`src/rtl/riscv_pkg.sv`:
```
// ----------------------------------------------------------------------------
// riscv_pkg
//   Shared definitions for the RV32I core datapath.
//   Contents:
//     XLEN, RAW      datapath width and register address width
//     ALU_*          ALU op codes carried in alu_sel[2:0]
//     ALU_SUB_BIT    bit of alu_sel that turns add into subtract
//     fwd_sel_e      operand source selected by the forwarding mux
//     id_ex_t        the fields held in the ID/EX pipeline register
// ----------------------------------------------------------------------------
package riscv_pkg;

    localparam int XLEN = 32;
    localparam int RAW  = 5;

    localparam logic [2:0] ALU_ADD     = 3'b000;
    localparam logic [2:0] ALU_OR      = 3'b110;
    localparam logic [2:0] ALU_AND     = 3'b111;
    localparam int         ALU_SUB_BIT = 3;

    typedef enum logic [1:0] {
        FWD_REG = 2'b00,  // registered regfile data
        FWD_EXM = 2'b01,  // EX/MEM ALU result
        FWD_WB  = 2'b10   // MEM/WB writeback value
    } fwd_sel_e;

    // ID/EX register contents. An all-zero value is a bubble: valid,
    // reg_write and mem_read are 0 and every address is x0, so a bubble can
    // neither forward, write back nor raise a load-use stall.
    typedef struct packed {
        logic            valid;
        logic [XLEN-1:0] rs1_data;
        logic [XLEN-1:0] rs2_data;
        logic [XLEN-1:0] imm;
        logic [RAW-1:0]  rs1_addr;
        logic [RAW-1:0]  rs2_addr;
        logic [RAW-1:0]  rd_addr;
        logic [3:0]      alu_sel;
        logic            alu_src;
        logic            reg_write;
        logic            mem_read;
    } id_ex_t;

endpackage

```
`src/rtl/id_ex_operand_stage_fwd_mux.sv`:
```
// ----------------------------------------------------------------------------
// fwd_mux
//   Forwarding compare-and-select for one EX source operand.
//   Ports:
//     src_addr       in   RAW   source register index held in ID/EX
//     reg_data       in   XLEN  regfile data captured in ID/EX
//     exm_reg_write  in   1     EX/MEM stage writes rd
//     exm_rd_addr    in   RAW   EX/MEM destination index
//     exm_result     in   XLEN  EX/MEM ALU result
//     wb_reg_write   in   1     MEM/WB stage writes rd
//     wb_rd_addr     in   RAW   MEM/WB destination index
//     wb_result      in   XLEN  MEM/WB writeback value
//     fwd_data       out  XLEN  operand after forwarding
//   Purely combinational. EX/MEM is younger than MEM/WB, so it is checked
//   first. x0 is hard-wired zero and is never forwarded.
// ----------------------------------------------------------------------------
module fwd_mux
    import riscv_pkg::*;
(
    input  logic [RAW-1:0]  src_addr,
    input  logic [XLEN-1:0] reg_data,
    input  logic            exm_reg_write,
    input  logic [RAW-1:0]  exm_rd_addr,
    input  logic [XLEN-1:0] exm_result,
    input  logic            wb_reg_write,
    input  logic [RAW-1:0]  wb_rd_addr,
    input  logic [XLEN-1:0] wb_result,
    output logic [XLEN-1:0] fwd_data
);

    fwd_sel_e sel;
    logic     src_nonzero;

    assign src_nonzero = (src_addr != '0);

    always_comb begin
        sel = FWD_REG;
        if (src_nonzero && exm_reg_write && (exm_rd_addr == src_addr)) begin
            sel = FWD_EXM;
        end else if (src_nonzero && wb_reg_write && (wb_rd_addr == src_addr)) begin
            sel = FWD_WB;
        end
    end

    always_comb begin
        fwd_data = reg_data;
        case (sel)
            FWD_EXM: fwd_data = exm_result;
            FWD_WB:  fwd_data = wb_result;
            default: fwd_data = reg_data;
        endcase
    end

endmodule

```
`src/rtl/id_ex_operand_stage.sv`:
```
// ----------------------------------------------------------------------------
// id_ex_operand_stage
//   ID/EX pipeline register plus EX-stage operand selection for the 5-stage
//   RV32I core. Sits between the decoder/register file and the ALU.
//   Ports (widths from riscv_pkg: XLEN=32, RAW=5):
//     clk, rst                  clock; synchronous active-high reset
//     id_*                      decoded instruction fields from ID
//     hold                      memory stall: freeze the register
//     flush                     redirect: kill the instruction in ID
//     exm_*, wb_*               EX/MEM and MEM/WB writeback info for forwarding
//     alu_rs1, alu_rs2, alu_sel ALU inputs (forwarded / immediate)
//     ex_store_data             forwarded rs2 for stores
//     ex_rd_addr, ex_reg_write, ex_mem_read, ex_valid   registered controls
//     stall_req                 load-use hazard, upstream must hold IF/ID
//
//   Valid/stall semantics: id_valid qualifies the ID instruction and ex_valid
//   the EX instruction; there is no ready signal. When stall_req is high the
//   ID instruction is not consumed: a bubble enters EX and the upstream stage
//   must present the same instruction again on the next cycle.
//
//   Register update priority per clock edge: rst > flush > hold > stall > load.
// ----------------------------------------------------------------------------
module id_ex_operand_stage
    import riscv_pkg::*;
(
    input  logic            clk,
    input  logic            rst,
    input  logic            id_valid,
    input  logic [31:0]     id_rs1_data,
    input  logic [31:0]     id_rs2_data,
    input  logic [31:0]     id_imm,
    input  logic [4:0]      id_rs1_addr,
    input  logic [4:0]      id_rs2_addr,
    input  logic [4:0]      id_rd_addr,
    input  logic [3:0]      id_alu_sel,
    input  logic            id_alu_src,
    input  logic            id_reg_write,
    input  logic            id_mem_read,
    input  logic            hold,
    input  logic            flush,
    input  logic            exm_reg_write,
    input  logic [4:0]      exm_rd_addr,
    input  logic [31:0]     exm_result,
    input  logic            wb_reg_write,
    input  logic [4:0]      wb_rd_addr,
    input  logic [31:0]     wb_result,
    output logic [31:0]     alu_rs1,
    output logic [31:0]     alu_rs2,
    output logic [3:0]      alu_sel,
    output logic [31:0]     ex_store_data,
    output logic [4:0]      ex_rd_addr,
    output logic            ex_reg_write,
    output logic            ex_mem_read,
    output logic            ex_valid,
    output logic            stall_req
);

    id_ex_t          id_fields;
    id_ex_t          ex_q;
    logic [XLEN-1:0] fwd_rs1;
    logic [XLEN-1:0] fwd_rs2;
    logic            rd_hit;

    // Bundle the ID inputs so the register load is a single assignment.
    always_comb begin
        id_fields           = '0;
        id_fields.valid     = id_valid;
        id_fields.rs1_data  = id_rs1_data;
        id_fields.rs2_data  = id_rs2_data;
        id_fields.imm       = id_imm;
        id_fields.rs1_addr  = id_rs1_addr;
        id_fields.rs2_addr  = id_rs2_addr;
        id_fields.rd_addr   = id_rd_addr;
        id_fields.alu_sel   = id_alu_sel;
        id_fields.alu_src   = id_alu_src;
        id_fields.reg_write = id_reg_write;
        id_fields.mem_read  = id_mem_read;
    end

    // hold outranks stall_req: while memory is stalled nothing moves, and the
    // hazard is still pending when hold drops, so the bubble goes in then.
    always_ff @(posedge clk) begin
        if (rst || flush) begin
            ex_q <= '0;
        end else if (hold) begin
            ex_q <= ex_q;
        end else if (stall_req) begin
            ex_q <= '0;
        end else begin
            ex_q <= id_fields;
        end
    end

    // Load-use hazard. rs2 is compared even for immediate-form instructions;
    // an occasional needless stall is cheaper than decoding operand usage.
    assign rd_hit    = (id_rs1_addr == ex_q.rd_addr) || (id_rs2_addr == ex_q.rd_addr);
    assign stall_req = ex_q.valid && ex_q.mem_read && (ex_q.rd_addr != '0)
                       && id_valid && rd_hit;

    fwd_mux u_fwd_rs1 (
        .src_addr      (ex_q.rs1_addr),
        .reg_data      (ex_q.rs1_data),
        .exm_reg_write (exm_reg_write),
        .exm_rd_addr   (exm_rd_addr),
        .exm_result    (exm_result),
        .wb_reg_write  (wb_reg_write),
        .wb_rd_addr    (wb_rd_addr),
        .wb_result     (wb_result),
        .fwd_data      (fwd_rs1)
    );

    fwd_mux u_fwd_rs2 (
        .src_addr      (ex_q.rs2_addr),
        .reg_data      (ex_q.rs2_data),
        .exm_reg_write (exm_reg_write),
        .exm_rd_addr   (exm_rd_addr),
        .exm_result    (exm_result),
        .wb_reg_write  (wb_reg_write),
        .wb_rd_addr    (wb_rd_addr),
        .wb_result     (wb_result),
        .fwd_data      (fwd_rs2)
    );

    // Stores always take the register value of rs2, even though operand B of
    // the ALU carries the immediate (address offset) for them.
    assign alu_rs1       = fwd_rs1;
    assign alu_rs2       = ex_q.alu_src ? ex_q.imm : fwd_rs2;
    assign ex_store_data = fwd_rs2;
    assign alu_sel       = ex_q.alu_sel;
    assign ex_rd_addr    = ex_q.rd_addr;
    assign ex_reg_write  = ex_q.reg_write;
    assign ex_mem_read   = ex_q.mem_read;
    assign ex_valid      = ex_q.valid;

endmodule

```
`config.mk`:
```
export PLATFORM = sky130hd
export DESIGN_NAME = id_ex_operand_stage
export DESIGN_NICKNAME = d
export VERILOG_FILES = /design/src/rtl/riscv_pkg.sv /design/src/rtl/id_ex_operand_stage_fwd_mux.sv /design/src/rtl/id_ex_operand_stage.sv
export SDC_FILE = /design/constraint.sdc
export NUM_CORES = 1
export LEC_CHECK = 0
export BUFFER_PORTS_ARGS = -buffer_cell sky130_fd_sc_hd__buf_2
export CAP_MARGIN = 10
export CORE_AREA = 2 2 121 123
export CTS_CLUSTER_DIAMETER = 30
export DETAILED_ROUTE_END_ITERATION = 10
export DIE_AREA = 0 0 123 125
export PLACE_DENSITY = 0.77
export RECOVER_POWER = 25
export SLEW_MARGIN = 15
export SYNTH_ARGS = -nofsm -noshare
export SYNTH_HDL_FRONTEND = slang
export SYNTH_SLANG_ARGS = --single-unit
```
`constraint.sdc`:
```
create_clock -name clk -period 5.3 [get_ports clk]
set_input_delay 0.795 -clock clk [delete_from_list [all_inputs] [get_ports clk]]
set_output_delay 0.795 -clock clk [all_outputs]
set_load 0.1 [all_outputs]
```
==> impl_metrics.env <==
export IMPL_outcome="finished, violations left"
export IMPL_violations="max-capacitance violations, max-slew violations"
export IMPL_grt_pass1_wl_um=34420
export IMPL_arrival_ns=3.42
export IMPL_mostFrequentLayoutCells="buf_2, a22o_1, dfxtp_1"
export IMPL_die_height_um=125
export IMPL_path_cells="or4_4, o211ai_4, or2_1, buf_4, nor2_1, o31ai_1, buf_2"
export IMPL_ys_ff_latch=119
export IMPL_first_pass_iters=5
export IMPL_io_pin_count=308
export IMPL_final_nets=1125
export IMPL_route_detailed_drc=0
export IMPL_cts_hold_buf=0
export IMPL_initial_core_util_pct=43.16
export IMPL_crit_start="ex_q[12]$_SDFFE_PP0N_"
export IMPL_dr_total_vias=6520
export IMPL_finalCritPeriodShare_pct=79.60
export IMPL_fmax_mhz=237.0
export IMPL_synth_cell_type_count=34
export IMPL_required_ns=4.51
export IMPL_clock_latency_ns=0.42
export IMPL_syn_avg_cell_area_um2=9.247
export IMPL_cts_num_sinks=119
export IMPL_slew_headroom_pct=-52.54
export IMPL_syn_to_final_growth_pct=35.61
export IMPL_crit_path_max_fanout=25
export IMPL_seq_area_frac_synth_pct=38.86
export IMPL_grt_max_degree=107
export IMPL_cts_resized=0
export IMPL_first_global_vias=6217
export IMPL_post_place_ws_ns=1.177
export IMPL_rows=44
export IMPL_dieArea_um2=15380
export IMPL_min_from="ex_q[52]$_SDFFE_PP0N_"
export IMPL_core_area_um2=14200
export IMPL_cts_tree="done"
export IMPL_htreeDepth=4
export IMPL_ant_nets=0
export IMPL_worstReg2RegStart="ex_rd_addr[0]$_SDFFE_PP0N_"
export IMPL_worst_pin_slew_ns=2.288
export IMPL_syn_cell_area_um2=6131
export IMPL_ir_drop_mv=0.2086
export IMPL_crit_type="flip-flop to output pin"
export IMPL_async_flop_share_pct=0
export IMPL_synth_edf_count=0
export IMPL_crit_path_top_delay_cell="or2_1"
export IMPL_rsz0062_at_grt="no"
export IMPL_cts_buffers=17
export IMPL_timing_final_ws_setup_ns=1.081
export IMPL_finalClockSkew_ns=0.004826
export IMPL_post_cts_setup_buffer_count=0
export IMPL_grt_antenna_before_repair=4
export IMPL_setup_viol_count_final=0
export IMPL_clk_pin_slew_ns=0.05
export IMPL_synth_yosys_warnings=0
export IMPL_maxSlewViolCount=107
export IMPL_drv_cap=1
export IMPL_overflow=0
export IMPL_ctsLongestPathBuffers=2
export IMPL_root_buffer="clkbuf_16"
export IMPL_power_density_nw_per_um2=318.3
export IMPL_worst_path_largest_cell_delay_ns=0.75
export IMPL_wl_per_cell_um=20.37
export IMPL_hold_class="flip-flop to flip-flop"
export IMPL_wirelength_um=22910
export IMPL_cp_start_kind="flip-flop"
export IMPL_place_congestion=0.9298
export IMPL_vias_per_cell=5.796
export IMPL_critPathBufInv=2
export IMPL_yosys_most_used_dff="dfxtp_1"
export IMPL_hold_viol_final=0
export IMPL_syn_num_nets=862
export IMPL_period_needed_ns=4.219
export IMPL_final_common_cell="buf_2"
export IMPL_drt_iter0_drc=647
export IMPL_die_x_um=123
export IMPL_setup_tns_ns=0
export IMPL_synth_cells=663
export IMPL_drive_above_1_share_pct=39.72
export IMPL_place_hpwl_um=16880
export IMPL_numPortBuffers=307
export IMPL_crit_path_end_kind="output pin"
export IMPL_power_leakage_nw=3.706
export IMPL_crit_family="simple AND/OR/NAND/NOR gates"
export IMPL_grt_usage_pct=29.19
flip-flops by register name (all words and copies together), names as in the netlist:
name,cells
ex_mem_read,1
ex_reg_write,1
ex_q,107
ex_rd_addr,5
ex_valid,1
alu_sel,4
cells by family (layout without fill, tap and decap cells):
group / count (synthesis) / after routing / share of synthesized area, %
AND/OR/NAND/NOR: 162 / 162 / 13.27
buffers and inverters: 77 / 353 / 6.163
XOR/XNOR: 30 / 30 / 4.286
other: 0 / 2 / 0
AO/OA/AOI/OAI: 219 / 219 / 27.80
flip-flops: 119 / 119 / 38.86
multiplexers: 56 / 56 / 9.633
per-layer routing:
layer	up-vias	track usage (%)	part of all wire, %
met5	-	0	0.057
met4	2	10.63	2.3
met3	46	8.942	9.7
met2	370	44.88	46
met1	3055	38.48	42
li1	3047	-	-
where the power goes:
part / leakage [nW] / internal, mW / switching (mW) / total (mW)
combinational: 2.46 / 0.153 / 0.411 / 0.564
clock: 0.278 / 0.713 / 0.418 / 1.13
sequential: 0.970 / 0.925 / 0.0257 / 0.951
total: 3.71 / 1.79 / 0.855 / 2.65
synthesized netlist by cell type, types with 2 or more instances:
library cell | n | area share, %
a22o_1 | 119 | 17
dfxtp_1 | 119 | 39
nand2_1 | 43 | 2.6
clkbuf_1 | 40 | 2.4
and3_1 | 32 | 3.3
mux2i_1 | 32 | 5.2
o21ai_0 | 32 | 2.6
o31ai_1 | 32 | 3.9
nand3_1 | 27 | 2.2
xnor2_1 | 26 | 3.7
nor3_1 | 25 | 2.0
a31oi_1 | 24 | 2.4
mux2_2 | 24 | 4.4
buf_2 | 23 | 1.9
nor2_1 | 20 | 1.2
buf_4 | 10 | 1.2
a221oi_1 | 8 | 1.1
nand4_1 | 4 | 0.41
xor2_1 | 4 | 0.57
buf_6 | 3 | 0.55
nor4_2 | 2 | 0.41
or2_1 | 2 | 0.20
worst paths after layout:
path / cells past startpoint / endpoint / slack [ns]
hold reg to reg: 1 / ex_q[52]$_SDFFE_PP0N_ / 0.47
setup / recovery: 7 / alu_rs2[29] / 1.08
setup reg to reg: 6 / ex_q[71]$_SDFFE_PP0N_ / 1.73
hold / removal: 1 / ex_q[52]$_SDFFE_PP0N_ / 0.47
worst reg2reg max path, cell delays in order, from the launching register on:
cell and delay [ns]:
dfxtp_1 0.47, xnor2_1 0.13, nand3_1 0.09, o22ai_1 0.10
a2111oi_0 0.56, clkbuf_2 1.74, a22o_1 0.42
per-stage QoR:
stage	instances	hold slack, ns	power, mW	area (µm²)	utilization [%]
floorplan	663	0.4367	1.359	6131	-
global placement	1091	0.4504	1.524	7762	54.65
detailed placement	1091	0.4499	1.529	7762	54.65
CTS	1123	0.4703	2.657	8347	58.77
global route	1124	0.4801	2.731	8312	58.52
finish	1125	0.4697	2.646	8314	58.54
cell type report:
class	instances	area [µm²]
fillers	1332	5889
multi-input cells	467	3401
flip-flops and latches	119	2384
repair buffers	321	1710
clock buffers	20	456.7
well taps	184	230.2
clock inverters	12	127.6
diodes	2	5.005
No activity file was read; power rests on OpenSTA's default activity.
